==> src/rtl/fb_rect_fill_pkg.sv <==
// Shared defaults, state encoding and small helpers for the rectangle-fill engine.
package fb_rect_fill_pkg;

    localparam int DEF_H_RES   = 480;
    localparam int DEF_V_RES   = 272;
    localparam int DEF_ADDR_W  = 17;
    localparam int DEF_COLOR_W = 24;

    localparam int CMD_W  = 11;
    localparam int CLIP_W = 12;

    localparam logic [1:0] ST_IDLE  = 2'd0;
    localparam logic [1:0] ST_SETUP = 2'd1;
    localparam logic [1:0] ST_FILL  = 2'd2;
    localparam logic [1:0] ST_DONE  = 2'd3;

    function automatic logic [CLIP_W-1:0] min_clip(input logic [CLIP_W-1:0] a,
                                                   input logic [CLIP_W-1:0] b);
        return (a < b) ? a : b;
    endfunction

endpackage

==> src/rtl/fb_clip.sv <==
// Clips a registered rectangle command to the panel and flags commands that draw nothing.
module fb_clip
    import fb_rect_fill_pkg::*;
#(
    parameter int H_RES = DEF_H_RES,
    parameter int V_RES = DEF_V_RES
) (
    input  logic [CMD_W-1:0]  x,
    input  logic [CMD_W-1:0]  y,
    input  logic [CMD_W-1:0]  w,
    input  logic [CMD_W-1:0]  h,
    output logic [CLIP_W-1:0] x1,
    output logic [CLIP_W-1:0] y1,
    output logic              empty
);

    localparam logic [CLIP_W-1:0] HMAX = CLIP_W'(H_RES);
    localparam logic [CLIP_W-1:0] VMAX = CLIP_W'(V_RES);

    logic [CLIP_W-1:0] x_end;
    logic [CLIP_W-1:0] y_end;

    // One extra bit keeps x+w and y+h from wrapping before the clamp.
    always_comb begin
        x_end = {1'b0, x} + {1'b0, w};
        y_end = {1'b0, y} + {1'b0, h};
        x1    = min_clip(x_end, HMAX);
        y1    = min_clip(y_end, VMAX);
        empty = (w == '0) || (h == '0) || ({1'b0, x} >= HMAX) || ({1'b0, y} >= VMAX);
    end

endmodule

==> src/rtl/fb_rect_fill.sv <==
// Rectangle-fill engine: accepts one command, clips it, and writes one framebuffer pixel per clock.
module fb_rect_fill
    import fb_rect_fill_pkg::*;
#(
    parameter int H_RES   = DEF_H_RES,
    parameter int V_RES   = DEF_V_RES,
    parameter int ADDR_W  = DEF_ADDR_W,
    parameter int COLOR_W = DEF_COLOR_W
) (
    input  logic               sys_clk,
    input  logic               sys_rst_n,
    input  logic               cmd_valid,
    output logic               cmd_ready,
    input  logic [10:0]        cmd_x,
    input  logic [10:0]        cmd_y,
    input  logic [10:0]        cmd_w,
    input  logic [10:0]        cmd_h,
    input  logic [COLOR_W-1:0] cmd_color,
    output logic               fb_ena,
    output logic               fb_wea,
    output logic [ADDR_W-1:0]  fb_addra,
    output logic [COLOR_W-1:0] fb_dina,
    output logic               busy,
    output logic               done
);

    localparam logic [ADDR_W-1:0] H_STRIDE = ADDR_W'(H_RES);

    logic [1:0]         state_q, state_d;
    logic [CMD_W-1:0]   x_q, x_d;
    logic [CMD_W-1:0]   y_q, y_d;
    logic [CMD_W-1:0]   w_q, w_d;
    logic [CMD_W-1:0]   h_q, h_d;
    logic [COLOR_W-1:0] color_q, color_d;
    logic [CLIP_W-1:0]  col_q, col_d;
    logic [CLIP_W-1:0]  row_q, row_d;
    logic [ADDR_W-1:0]  row_base_q, row_base_d;

    logic               cmd_ready_q, cmd_ready_d;
    logic               fb_ena_q, fb_ena_d;
    logic [ADDR_W-1:0]  fb_addra_q, fb_addra_d;
    logic [COLOR_W-1:0] fb_dina_q, fb_dina_d;
    logic               busy_q, busy_d;
    logic               done_q, done_d;

    logic [CLIP_W-1:0]  x1;
    logic [CLIP_W-1:0]  y1;
    logic               empty;
    logic               accept;
    logic               row_end;

    fb_clip #(
        .H_RES (H_RES),
        .V_RES (V_RES)
    ) u_clip (
        .x     (x_q),
        .y     (y_q),
        .w     (w_q),
        .h     (h_q),
        .x1    (x1),
        .y1    (y1),
        .empty (empty)
    );

    assign accept  = cmd_valid && cmd_ready_q && (state_q == ST_IDLE);
    assign row_end = (col_q == (x1 - 12'd1));

    always_comb begin
        state_d    = state_q;
        x_d        = x_q;
        y_d        = y_q;
        w_d        = w_q;
        h_d        = h_q;
        color_d    = color_q;
        col_d      = col_q;
        row_d      = row_q;
        row_base_d = row_base_q;

        case (state_q)
            ST_IDLE: begin
                if (accept) begin
                    x_d     = cmd_x;
                    y_d     = cmd_y;
                    w_d     = cmd_w;
                    h_d     = cmd_h;
                    color_d = cmd_color;
                    state_d = ST_SETUP;
                end
            end
            ST_SETUP: begin
                if (empty) begin
                    state_d = ST_DONE;
                end else begin
                    row_base_d = ADDR_W'(y_q) * H_STRIDE;
                    col_d      = {1'b0, x_q};
                    row_d      = {1'b0, y_q};
                    state_d    = ST_FILL;
                end
            end
            ST_FILL: begin
                if (row_end) begin
                    col_d      = {1'b0, x_q};
                    row_d      = row_q + 12'd1;
                    row_base_d = row_base_q + H_STRIDE;
                    if (row_q == (y1 - 12'd1)) begin
                        state_d = ST_DONE;
                    end
                end else begin
                    col_d = col_q + 12'd1;
                end
            end
            ST_DONE: state_d = ST_IDLE;
            default: state_d = ST_IDLE;
        endcase
    end

    // Outputs are registered from the current state, so every output lags the FSM by one cycle.
    always_comb begin
        cmd_ready_d = (state_q == ST_IDLE) && !accept;
        fb_ena_d    = (state_q == ST_FILL);
        fb_addra_d  = '0;
        fb_dina_d   = '0;
        if (state_q == ST_FILL) begin
            fb_addra_d = row_base_q + ADDR_W'(col_q);
            fb_dina_d  = color_q;
        end
        busy_d = accept || (state_q != ST_IDLE);
        done_d = (state_q == ST_DONE);
    end

    always_ff @(posedge sys_clk or negedge sys_rst_n) begin
        if (!sys_rst_n) begin
            state_q     <= ST_IDLE;
            x_q         <= '0;
            y_q         <= '0;
            w_q         <= '0;
            h_q         <= '0;
            color_q     <= '0;
            col_q       <= '0;
            row_q       <= '0;
            row_base_q  <= '0;
            cmd_ready_q <= 1'b0;
            fb_ena_q    <= 1'b0;
            fb_addra_q  <= '0;
            fb_dina_q   <= '0;
            busy_q      <= 1'b0;
            done_q      <= 1'b0;
        end else begin
            state_q     <= state_d;
            x_q         <= x_d;
            y_q         <= y_d;
            w_q         <= w_d;
            h_q         <= h_d;
            color_q     <= color_d;
            col_q       <= col_d;
            row_q       <= row_d;
            row_base_q  <= row_base_d;
            cmd_ready_q <= cmd_ready_d;
            fb_ena_q    <= fb_ena_d;
            fb_addra_q  <= fb_addra_d;
            fb_dina_q   <= fb_dina_d;
            busy_q      <= busy_d;
            done_q      <= done_d;
        end
    end

    assign cmd_ready = cmd_ready_q;
    assign fb_ena    = fb_ena_q;
    assign fb_wea    = fb_ena_q;
    assign fb_addra  = fb_addra_q;
    assign fb_dina   = fb_dina_q;
    assign busy      = busy_q;
    assign done      = done_q;

endmodule
==> config.mk <==
export PLATFORM = sky130hd
export DESIGN_NAME = fb_rect_fill
export DESIGN_NICKNAME = d
export VERILOG_FILES = /design/src/rtl/fb_rect_fill_pkg.sv /design/src/rtl/fb_clip.sv /design/src/rtl/fb_rect_fill.sv
export SDC_FILE = /design/constraint.sdc
export NUM_CORES = 1
export LEC_CHECK = 0
export CAP_MARGIN = 20
export CORE_MARGIN = 1.5
export CORE_UTILIZATION = 52
export DETAILED_ROUTE_END_ITERATION = 10
export PLACE_DENSITY = 0.78
export RECOVER_POWER = 25
export SETUP_SLACK_MARGIN = 0.2
export SYNTH_ARGS = -nofsm -noshare
export SYNTH_HDL_FRONTEND = slang
export SYNTH_SLANG_ARGS = --single-unit
export TNS_END_PERCENT = 10
==> constraint.sdc <==
create_clock -name sys_clk -period 4.67 [get_ports sys_clk]
set_input_delay 0.7005 -clock sys_clk [delete_from_list [all_inputs] [get_ports sys_clk]]
set_output_delay 0.7005 -clock sys_clk [all_outputs]
set_load 0.02 [all_outputs]
# Word-level counts from Yosys, hierarchy flattened
# Cells that the tools add are included.
[op_classes] n_mux=18 div_mod_pow=0 n_addsub=8 magnitude_cmp=4 n_bitwise=0 reduce_logical=17 eq_ne=9 multipliers=1 shifts=0
[op_table] cell="$mux 12" n=6
[op_table] cell="$mux 17" n=3
[op_table] cell="$pmux 12 s2" n=2
[op_table] cell="$pmux 17 s2" n=1
[op_table] cell="$add 11x11->12" n=2
[op_table] cell="$add 12x1->12 const B" n=2
[op_table] cell="$eq 12x12->1" n=2
[op_table] cell="$lt 12x9->1 const B" n=2
[op_table] cell="$mux 24" n=1
[op_table] cell="$sub 12x1->12 const B" n=2
[op_table] cell="$ge 11x9->1 const B" n=2
[op_table] cell="$logic_not 11->1" n=2
[op_table] cell="$add 17x12->17" n=1
[op_table] cell="$add 17x9->17 const B" n=1
[op_table] cell="$mul 11x4->12 const B" n=1
[op_table] cell="$pmux 2 s4" n=1
[op_table] cell="$mux 2" n=3
[op_table] cell="$reduce_and 3->1" n=2
[op_table] cell="$eq 2x2->1 const B" n=2
[op_table] cell="$logic_or 1x1->1" n=4
[op_table] cell="$ne 2x1->1 const B" n=2
[op_table] cell="$ne 2x2->1 const B" n=2
[op_table] cell="$reduce_and 2->1" n=2
[op_table] cell="$reduce_bool 2->1" n=2
[op_table] cell="5 further kinds" n=7
[word_totals] latch_bits=0 ff_bits=156 romBits=0 ram_bits=0 n_memories=0 out_inout_bits=46 wordCells=72

# Longest topological paths before layout
# Gate-level depths: netlist (run 1).
[depth] depth_word=8 mapped_depth=22

# By module
# Synthesis (run 1) repeated with hierarchy kept, for this count alone.
[hier_totals] cells_unflattened=1005 hier_area_um2=9932.0
[modules_own_cells] module="fb_rect_fill" cells_each=810 area_per_inst_um2=8539.4 n_inst=1 seq_area_each_um2=3778.6
[modules_own_cells] module="fb_clip" cells_each=195 area_per_inst_um2=1392.6 n_inst=1 seq_area_each_um2=0.0

# Worst setup path before layout (run 1)
# Ideal clock, no wire load.
[synth_timing] path_type="register -> register" start="register y_q[0]" end="register state_q[1]" slack_ns=0.128 n_path_buf=0 required_ns=4.539 path_stages_with_launch=18 period_less_slack_ns=4.542 arrival_ns=4.410 path_cell_list="dfrtp_1 > ha_1 > fa_1 > a21o_1 > a221oi_2 > o21ai_0 > xor2_1 > a21boi_0 > nor2_1 > nand2_1 > ha_1 > nor4bb_1 > xor2_1 > mux2i_1 > a32oi_1 > and4bb_2 > a21oi_1 > or3b_1"
[synth_via] elab_chain_cells=7
[synth_rtl] item="from (decl)" line_no="fb_rect_fill.sv:31" rtl="logic [CMD_W-1:0] y_q, y_d;"
[synth_rtl] item="from (signal assigned)" line_no="fb_rect_fill.sv:151" rtl="y_q <= y_d;"
[synth_rtl] item="$add 11x11->12 *" line_no="fb_clip.sv:26" rtl="y_end = {1'b0, y} + {1'b0, h};"
[synth_rtl] item="$lt 12x9->1" line_no="fb_rect_fill_pkg.sv:19" rtl="return (a < b) ? a : b;"
[synth_rtl] item="$mux 12 *" line_no="fb_rect_fill_pkg.sv:19"
[synth_rtl] item="$sub 12x1->12 *" line_no="fb_rect_fill.sv:105" rtl="if (row_q == (y1 - 12'd1)) begin"
[synth_rtl] item="$eq 12x12->1 *" line_no="fb_rect_fill.sv:105"
[synth_rtl] item="$ne 2x1->1 (no line) *"
[synth_rtl] item="$reduce_and 3->1 (no line) *"
[synth_rtl] item="to (signal assigned)" line_no="fb_rect_fill.sv:149" rtl="state_q <= state_d;"
[synth_rtl] item="to (decl)" line_no="fb_rect_fill.sv:29" rtl="logic [1:0] state_q, state_d;"
# Every way passes the cells marked *; elsewhere a longest branch is shown, timed or not.
# A chain may end at the register's enable or synchronous reset.

# Worst setup path in the final report (run 1)
[layout_timing] start="register h_q[0]" end="register state_q[1]"
[layout_via] elab_chain_cells=7
[layout_rtl] item="from (decl)" line_no="fb_rect_fill.sv:33" rtl="logic [CMD_W-1:0] h_q, h_d;"
[layout_rtl] item="from (signal assigned)" line_no="fb_rect_fill.sv:137" rtl="h_q <= '0;"
[layout_rtl] item="from (signal assigned)" line_no="fb_rect_fill.sv:153" rtl="h_q <= h_d;"
[layout_rtl] item="$add 11x11->12 *" line_no="fb_clip.sv:26"
[layout_rtl] item="$lt 12x9->1" line_no="fb_rect_fill_pkg.sv:19"
[layout_rtl] item="$mux 12 *" line_no="fb_rect_fill_pkg.sv:19"
[layout_rtl] item="$sub 12x1->12 *" line_no="fb_rect_fill.sv:105"
[layout_rtl] item="$eq 12x12->1 *" line_no="fb_rect_fill.sv:105"
[layout_rtl] item="$ne 2x1->1 (no line) *"
[layout_rtl] item="$reduce_and 3->1 (no line) *"
# Marks and branches as above.

==> results of run 1 <==
## kinds of logic after synthesis
logic type	Yosys count
and+or+nand+nor	299
xor gates and xnor gates	47
buffers and inverters	84
DFF	151
muxes	83
AOI/OAI and AO/OA	213
adders and majority gates	78
## layout make-up
| type | count | area, um2 |
|---|---|---|
| repair buffers | 165 | 1550 |
| well taps | 229 | 287 |
| inverters | 38 | 143 |
| fillers | 1375 | 5970 |
| flip-flops and latches | 151 | 3780 |
| clock buffers | 17 | 425 |
| multi-input cells | 721 | 5900 |
| clock inverters | 15 | 154 |
## placed cells by master (no fill, tap or decap), types with 4 or more instances in the layout
cell and instances:
dfrtp_1 150, clkdlybuf4s50_1 114, mux2_2 70, nand2_1 65, a21oi_1 55, ha_1 51
buf_4 44, nor2_1 40, inv_1 38, and2_1 36, xnor2_1 31, nand3_1 29
o22ai_1 26, fa_1 18, clkbuf_16 17, nor4_1 15, nor3_1 14, xor2_1 14
o21ai_0 13, nand4_1 13, a31oi_1 12, and3_1 11, nor2b_1 11, mux2i_1 10
a41o_1 10, or3_1 9, o211ai_1 9, nor3b_1 7, a21o_1 6, nand2b_1 6
o21bai_1 6, ha_2 5, inv_6 5, inv_8 5, a211oi_2 4, o211a_1 4
or4_1 4, nor4_2 4, o31ai_1 4
## power breakdown
part	total (uW)	switching [uW]	internal (uW)
Combinational	86.0	33.8	52.2
Sequential	1310	0	1310
Clock	1360	649	714
## metal layers
layer,global-route usage [%],up-vias,part of all wire (%)
met3,8.27,41,9.4
met5,0,-,0
met2,39.2,346,45
met4,9.64,0,2.3
met1,34.4,3851,43
li1,-,3819,-
## state kept, by name, summed over array words and instances (netlist names)
register,count
cmd_ready,1
done,1
w_q,11
col_q,12
busy,1
color_q,24
fb_ena,1
state_q,2
row_q,12
fb_addra,17
x_q,11
row_base_q,12
fb_dina,24
y_q,11
h_q,11
## worst max-delay path, delay by kind of cell (launching register included)
family                     cells  cell delay (ns)
and+or+nand+nor                5             1.15
AOI/OAI and AO/OA              7             1.43
adders and majority gates      3             0.89
DFF                            1             0.43
xor gates and xnor gates       2             0.39
## per-stage QoR
stage	worst slack (ns)	util, %
floorplan	0.219	-
global placement	0.156	62.4
detailed placement	0.0454	62.4
CTS	0.204	66.0
global route	0.0698	67.2
finish	0.253	67.2
## final timing paths
check,from,end,slack (ns)
min reg2reg,color_q[10],fb_dina[10],0.48
max,h_q[0],state_q[1],0.25
max in group asynchronous,sys_rst_n,fb_dina[2],1.14
min,color_q[10],fb_dina[10],0.48
max reg2reg,h_q[0],state_q[1],0.25
min in group asynchronous,sys_rst_n,y_q[2],1.49
## what timing repair did
action	in CTS	in global routing
setup endpoints to repair	31	38
gates cloned	0	1
pin swaps	3	12
setup buffers	1	6
gates resized for setup	13	34
==> flow_summary.toml, run 1 <==
[outcome]
status = "finished, violations left"
violations = "capacitance limit, slew limit"

[placement]
dpl.cell_count = 1296
post-dp-hpwl_mm = 17.6
place_congestion = 0.907
portBuffers = 116
dpl_cell_area_mm2 = 0.0114

[logic_synthesis]
async_flop_share_pct = 100
syn_nets = 1104
yosysSeqAreaShare_pct = 38.6
synthAdderAreaFrac_pct = 11.4
synth_top_family_by_area = "simple AND/OR/NAND/NOR gates"
synthCells = 955
yosys_warnings = 0
ys_seq_elements = 151
yosys.area.top_type_share_pct = 38.6
synth_compound_area_share_pct = 15.6
synthMuxAreaShare_pct = 9.42
syn_avg_cell_area_um2 = 10.2
synth-xor-area-share_pct = 4.29
synth_edf_count = 0
synth_common_cells = "dfrtp_1, mux2_2, nand2_1, ha_1, a21oi_1"
synth.area.top_cells = "dfrtp_1, mux2_2, ha_1, fa_1, a21oi_1"
yosys.area_share.simple_pct = 17.0
netlist.top_cell.by_area = "dfrtp_1"
syn_area_mm2 = 0.00978
synth_top_flop_cell = "dfrtp_1"
yosys.cell_count.top_type = "dfrtp_1"
synth.distinct_cells = 97

[timing]
grt_setup_unrepaired = "true"
slew_viol_final = 67
worst_slew_pin_slew_ns = 3.60
finalClockSkew_ns = 0.00891
setup_viol = 0
hold_ws_ns = 0.479
period_share_pct = 94.6
hold_viol = 0
min_period_ns = 4.42
tns_ns = 0
fmax_mhz = 226
slew_headroom_pct = -140

[route]
routedWlPerCell_um = 18.5
first_iter_violations = 770
post-route-drc-count = 0
wirelength_mm = 24.7
routed_via_density = 6.03
firstDrtPassIters = 5
detail-route-antenna-nets = 0
via_count = 8057

[clock_tree]
cts_hold_buffers = 0
numCtsBuffers = 17
cts-root-buf = "clkbuf_16"
cts_buffer_depth = 2
htree_num_levels = 4
tritoncts = "built"
cts.sinks = 151
clk_latency_ns = 0.44
clkTransAtPathRegs_ns = 0.07

[setup_path]
cpPeakStageDelay_ns = 0.43
endpoint_kind = "register"
path_cells = "ha_1 > fa_2 > a21o_1 > a221oi_4 > xnor2_1 > a211oi_2 > a21boi_4 > nor2_2 > nand2_1 > ha_2 > nor4bb_4 > xor2_2 > o21ai_0 > a32oi_1 > and4bb_2 > a21oi_1 > or3b_1"
cp.required_ns = 4.98
cp.arrival_ns = 4.73
cp_slowest_cell = "dfrtp_1"
start_kind = "register"
critPathKind = "register to register"
worst_r2r_path_depth = 17
crit_fanout = 4

[global_route]
grt_pass1_vias = 7827
grt_util_all_layers_pct = 25.7
grt_pass1_wl_mm = 39.9
grt-ovfl-total = 0
antenna_found_initial = 0
grt_max_degree = 86

[pwr]
powerDensity_mw_per_mm2 = 225
power.total_uw = 2760
peakVddDrop_uv = 253
total_leakage_power_uw = 0.00576

[cells_and_area]
design_area_mm2 = 0.0122
area.growth.synth_to_final_pct = 25.2
final_net_count = 1243
drive_gt1_share_pct = 19.4
final_cells = 1336
diodes = 0

[die]
num_io_pins = 117
coreArea_mm2 = 0.0182
dieArea_mm2 = 0.0196
die_h_um = 140
start_util_pct = 53.7
row_count = 49
chipWidth_um = 140

[run]
max_cap_viol_count = 1

[hold_path]
hold_depth = 1
hold_class = "register to register"
Note: power is estimated with default switching activity, not from simulation.
==> run 2: changes to the inputs <==
--- a/config.mk
+++ b/config.mk
@@ -7,9 +7,9 @@
 export LEC_CHECK = 0
 export CAP_MARGIN = 20
 export CORE_MARGIN = 1.5
-export CORE_UTILIZATION = 52
+export CORE_UTILIZATION = 61
 export DETAILED_ROUTE_END_ITERATION = 10
-export PLACE_DENSITY = 0.78
+export PLACE_DENSITY = 0.86
 export RECOVER_POWER = 25
 export SETUP_SLACK_MARGIN = 0.2
 export SYNTH_ARGS = -nofsm -noshare
==> constraint.sdc (replaced) <==
create_clock -name sys_clk -period 5.65 [get_ports sys_clk]
set_input_delay 0.8475 -clock sys_clk [delete_from_list [all_inputs] [get_ports sys_clk]]
set_output_delay 0.8475 -clock sys_clk [all_outputs]
set_load 0.02 [all_outputs]
==> run 2 against run 1 <==
The flow still finishes with violations (capacitance limit, slew limit). First-iteration DRC count down 9.1%. Hold slack better by 0.014 ns. Critical path depth unchanged. Clock power down 13%. Sequential power down 18%. Via count down 0.38%. Routed wire length down 0.73%. Die area down 14%. Non-clock buffer count down 44. Core utilization up 6.8 points. Highest routed layer unchanged.
==> flow_summary.toml, run 2 (synthesis results as in run 1) <==
[outcome]
status = "finished, violations left"
violations = "capacitance limit, slew limit"

[cells_and_area]
final_common_cell = "dfrtp_1"
area.growth.synth_to_final_pct = 19.3
fillCellCount = 1055
final_cell_mix = "dfrtp_1, clkdlybuf4s50_1, mux2_2"
final_net_count = 1199
diodes = 0
finish.utilization_pct = 74.0
multi_input_area_mm2 = 0.00568
drive_gt1_share_pct = 13.5
seqCellArea_mm2 = 0.00378

[pwr]
powerDensity_mw_per_mm2 = 200
total_leakage_power_uw = 0.00555
peakVddDrop_uv = 195
power.total_uw = 2330

[clock_tree]
numCtsBuffers = 17
htree_num_levels = 4
clk_latency_ns = 0.44
cts_hold_buffers = 0
clkTransAtPathRegs_ns = 0.07
cts_buffer_depth = 2
tritoncts = "built"
cts.sinks = 151
cts-root-buf = "clkbuf_16"

[setup_path]
path_delay_family = "compound AO/OA/AOI/OAI gates"
endpoint_kind = "register"
cp.required_ns = 5.96
crit_buf_inv = 0
critPathKind = "register to register"
path_cells = "ha_1 > fa_1 > a21o_1 > a221oi_2 > o21ai_0 > xor2_1 > a21boi_0 > nor2_1 > nand2_1 > ha_1 > nor4bb_1 > xor2_1 > mux2i_1 > a32oi_1 > and4bb_2 > a21oi_1 > or3b_1"
cp.arrival_ns = 5.48
cpPeakStageDelay_ns = 0.49
crit_fanout = 8
start_kind = "register"
cp_slowest_cell = "dfrtp_1"

[global_route]
grt-ovfl-total = 0
grt_util_all_layers_pct = 30.4
grt_pass1_wl_mm = 39.7
antenna_found_initial = 0
grt_max_degree = 107
grt_pass1_vias = 7767

[timing]
hold_viol = 0
final.setup.worst_slack_ns = 0.476
slew_viol_final = 107
hold_ws_ns = 0.493
grt_setup_unrepaired = "true"
period_share_pct = 91.6
worst_slew_pin_slew_ns = 2.61
setup_viol = 0
min_period_ns = 5.17
slew_headroom_pct = -74.1
fmax_mhz = 193
tns_ns = 0
finalClockSkew_ns = 0.0139

[die]
row_count = 46
dieArea_mm2 = 0.0168
start_util_pct = 62.0
die_h_um = 130
coreArea_mm2 = 0.0158
num_io_pins = 117
chipWidth_um = 130

[route]
detail-route-antenna-nets = 0
routedWlPerCell_um = 19.2
first_iter_violations = 700
wirelength_mm = 24.5
post-route-drc-count = 0
firstDrtPassIters = 5
via_count = 8026
routed_via_density = 6.28

[placement]
portBuffers = 116
place_congestion = 0.954
post-dp-hpwl_mm = 17.1
dp_slack_ns = 0.352

[hold_path]
hold_class = "register to register"

[run]
max_cap_viol_count = 1
run 2: cell types whose count changed in the layout (fill, tap and decap cells not counted), moves of 2 or more:
cell and delta:
ha_1 +7, o311ai_4 -2, a211oi_2 -3, buf_6 -3, and3_4 -2, ha_2 -4, nor4_1 +2, a21oi_1 +2
a211oi_1 +3, buf_4 -39, and3_2 +2, o311ai_2 +2, ha_4 -3
run 2: metrics by stage:
| step | std cells | area, um2 |
|---|---|---|
| after global placement | 1246 | 11100 |
| after detailed placement | 1246 | 11100 |
| after global routing | 1279 | 11700 |
| after floorplan | 955 | 9780 |
| final | 1279 | 11700 |
| after CTS | 1278 | 11700 |
run 2: timing repair:
action                     CTS  global route
buffers inserted             0             0
setup endpoints to repair    0            31
gates resized for setup      0             2
run 2: final timing paths:
kind | from | to | slack, ns | depth (start not counted)
min in group asynchronous | sys_rst_n | fb_ena | 1.21 | 1
min reg2reg | color_q[2] | fb_dina[2] | 0.49 | 1
min | color_q[2] | fb_dina[2] | 0.49 | 1
max | y_q[0] | state_q[1] | 0.48 | 17
max in group asynchronous | sys_rst_n | fb_addra[2] | 2.74 | 2
max reg2reg | y_q[0] | state_q[1] | 0.48 | 17
run 2: report_power, final:
| part | internal, uW | switching [uW] |
|---|---|---|
| sequential | 1080 | 0 |
| combinational | 42.2 | 28.6 |
| clock | 639 | 541 |
| total | 1760 | 569 |
run 2: worst reg2reg max path: cells and delay by family, from the launching register on:
| kind | cells | cell delay [ns] |
|---|---|---|
| flops | 1 | 0.49 |
| compound gates | 6 | 1.36 |
| simple gates | 5 | 1.31 |
| fa+ha+maj | 3 | 0.95 |
| mux | 1 | 0.22 |
| xor+xnor | 2 | 0.73 |
run 2: cell type report:
class	instances	area share, %
Timing Repair Buffer	121	10.2
Clock inverter	14	1.49
Tap cell	216	2.32
Multi-Input combinational cell	721	48.7
Sequential cell	151	32.4
Clock buffer	18	3.68
Inverter	38	1.22
run 2: metal layers:
metal | part of all wire [%] | vias up | GRT usage (%)
met4 | 2.5 | 0 | 10.6
li1 | - | 3716 | -
met3 | 9.2 | 58 | 8.13
met1 | 43 | 3857 | 41.5
met2 | 46 | 395 | 47.0
met5 | 0 | - | 0
==> run 3: changes to the inputs <==
--- a/config.mk
+++ b/config.mk
@@ -6,6 +6,7 @@
 export NUM_CORES = 1
 export LEC_CHECK = 0
 export CAP_MARGIN = 20
+export CORE_ASPECT_RATIO = 1.4
 export CORE_MARGIN = 1.5
 export CORE_UTILIZATION = 61
 export DETAILED_ROUTE_END_ITERATION = 10
==> run 3 against run 2 <==
The flow still finishes with violations (capacitance limit, slew limit). Cell count is 1.4% lower. Routed wire length up 8.1%. Core utilization increased by 0.63 points. Largest power group is now registers.
==> flow_summary.toml, run 3 (synthesis results as in run 1) <==
[timing]
finalClockSkew_ns = 0.0176
slew_headroom_pct = -169
final.setup.worst_slack_ns = 0.526
hold_viol = 0
fmax_mhz = 195
slew_viol_final = 93
grt_setup_unrepaired = "true"
worst_slew_pin_slew_ns = 4.04
min_period_ns = 5.12
setup_viol = 0
period_share_pct = 90.7
tns_ns = 0

[route]
wl_met2_mm = 13.9
wl_met1_mm = 9.44
wirelength_mm = 26.5
post-route-drc-count = 0
firstDrtPassIters = 7
routedWlPerCell_um = 21.0
met3_length_mm = 1.45
routed_via_density = 6.51
first_iter_violations = 827
highest_layer = "met4"
detail-route-antenna-nets = 0
via_count = 8203

[global_route]
grt_pass1_wl_mm = 42.8
grt_util_all_layers_pct = 33.2
grt_max_degree = 93
antenna_found_initial = 0
grt-ovfl-total = 0
grt_pass1_vias = 8336

[cells_and_area]
fillCellCount = 1012
final_common_cell = "dfrtp_1"
final_cell_mix = "dfrtp_1, clkdlybuf4s50_1, mux2_2"
drive_gt1_share_pct = 13.7
final_net_count = 1202
area.growth.synth_to_final_pct = 19.1
seqCellArea_mm2 = 0.00378
diodes = 0
multi_input_area_mm2 = 0.00569

[clock_tree]
cts.sinks = 151
cts_buffer_depth = 2
clkTransAtPathRegs_ns = 0.07
numCtsBuffers = 17
clk_latency_ns = 0.44
tritoncts = "built"
htree_num_levels = 4
cts-root-buf = "clkbuf_16"

[hold_path]
hold_class = "register to register"

[setup_path]
crit_fanout = 17
critPathKind = "register to register"
regToRegSetupSlack_ns = 0.53
cp.required_ns = 5.96
start_kind = "register"
cp.arrival_ns = 5.43
endpoint_kind = "register"

[outcome]
violations = "capacitance limit, slew limit"
status = "finished, violations left"

[die]
chipWidth_um = 110
start_util_pct = 62.7
row_count = 54
coreArea_mm2 = 0.0156
dieArea_mm2 = 0.0168
die_h_um = 153
num_io_pins = 117

[placement]
post-dp-hpwl_mm = 18.8
portBuffers = 116
place_congestion = 0.953
dp_slack_ns = 0.334

[pwr]
total_leakage_power_uw = 0.00554
powerDensity_mw_per_mm2 = 191
peakVddDrop_uv = 179

[run]
max_cap_viol_count = 1
==> run 3: metal layers <==
metal | global-route usage [%] | vias up
li1 | - | 3720
met1 | 37.3 | 3966
met2 | 57.1 | 382
met3 | 6.06 | 135
met4 | 20.3 | 0
met5 | 0 | -
==> run 3: path summary, 6_finish.rpt <==
path | from | depth (start not counted) | to
worst max-delay path | w_q[0] | 20 | state_q[1]
worst min-delay path | color_q[21] | 1 | fb_dina[21]
worst max register to register | w_q[0] | 20 | state_q[1]
worst min register to register | color_q[21] | 1 | fb_dina[21]
max in group asynchronous | sys_rst_n | 2 | fb_addra[6]
min in group asynchronous | sys_rst_n | 1 | fb_dina[16]
==> run 3: stage by stage <==
step	utilization (%)	cell area [um2]	hold slack (ns)	cells	power, uW
4_1_cts	74.4	11600	0.488	1260	2240
5_1_grt	74.6	11600	0.499	1261	2290
6_report	74.6	11600	0.485	1261	2230
2_1_floorplan	-	9780	0.453	955	1100
3_5_place_dp	70.8	11100	0.465	1229	1170
3_3_place_gp	70.8	11100	0.458	1229	1170
==> run 3: where the power goes <==
group | switching [uW] | internal, uW
logic | 29.3 | 42.7
registers | 0 | 1080
clock network | 494 | 584
total | 523 | 1710
==> run 3: area by class of cell <==
class | count | area share, %
timing repair buffer | 125 | 10.6
tap | 196 | 2.11
clock inverter | 13 | 0.945
inverter | 38 | 1.22
clock buffer | 18 | 3.77
sequential | 151 | 32.4
multi-input combinational | 720 | 48.9
==> run 3: worst max-delay path: stages, from the launching register on <==
cell,delay (ns)
dfrtp_1,0.39
ha_1,0.20
inv_1,0.06
fa_1,0.43
nor2b_1,0.28
o221a_2,0.27
nor4_1,0.08
nor4_2,0.41
a22oi_1,0.16
nand2b_1,0.11
ha_1,0.26
nand3_1,0.10
mux2_2,0.31
o31a_1,0.26
a211oi_2,0.18
xnor2_1,0.09
a21oi_1,0.22
and3_2,0.29
and3_2,0.43
a21oi_1,0.11
or3b_1,0.37
==> run 3: repair_timing <==
action	CTS	global route
hold endpoints to repair	0	0
setup endpoints to repair	0	24
gates resized for setup	0	4
hold buffers	0	0
setup buffers	0	1
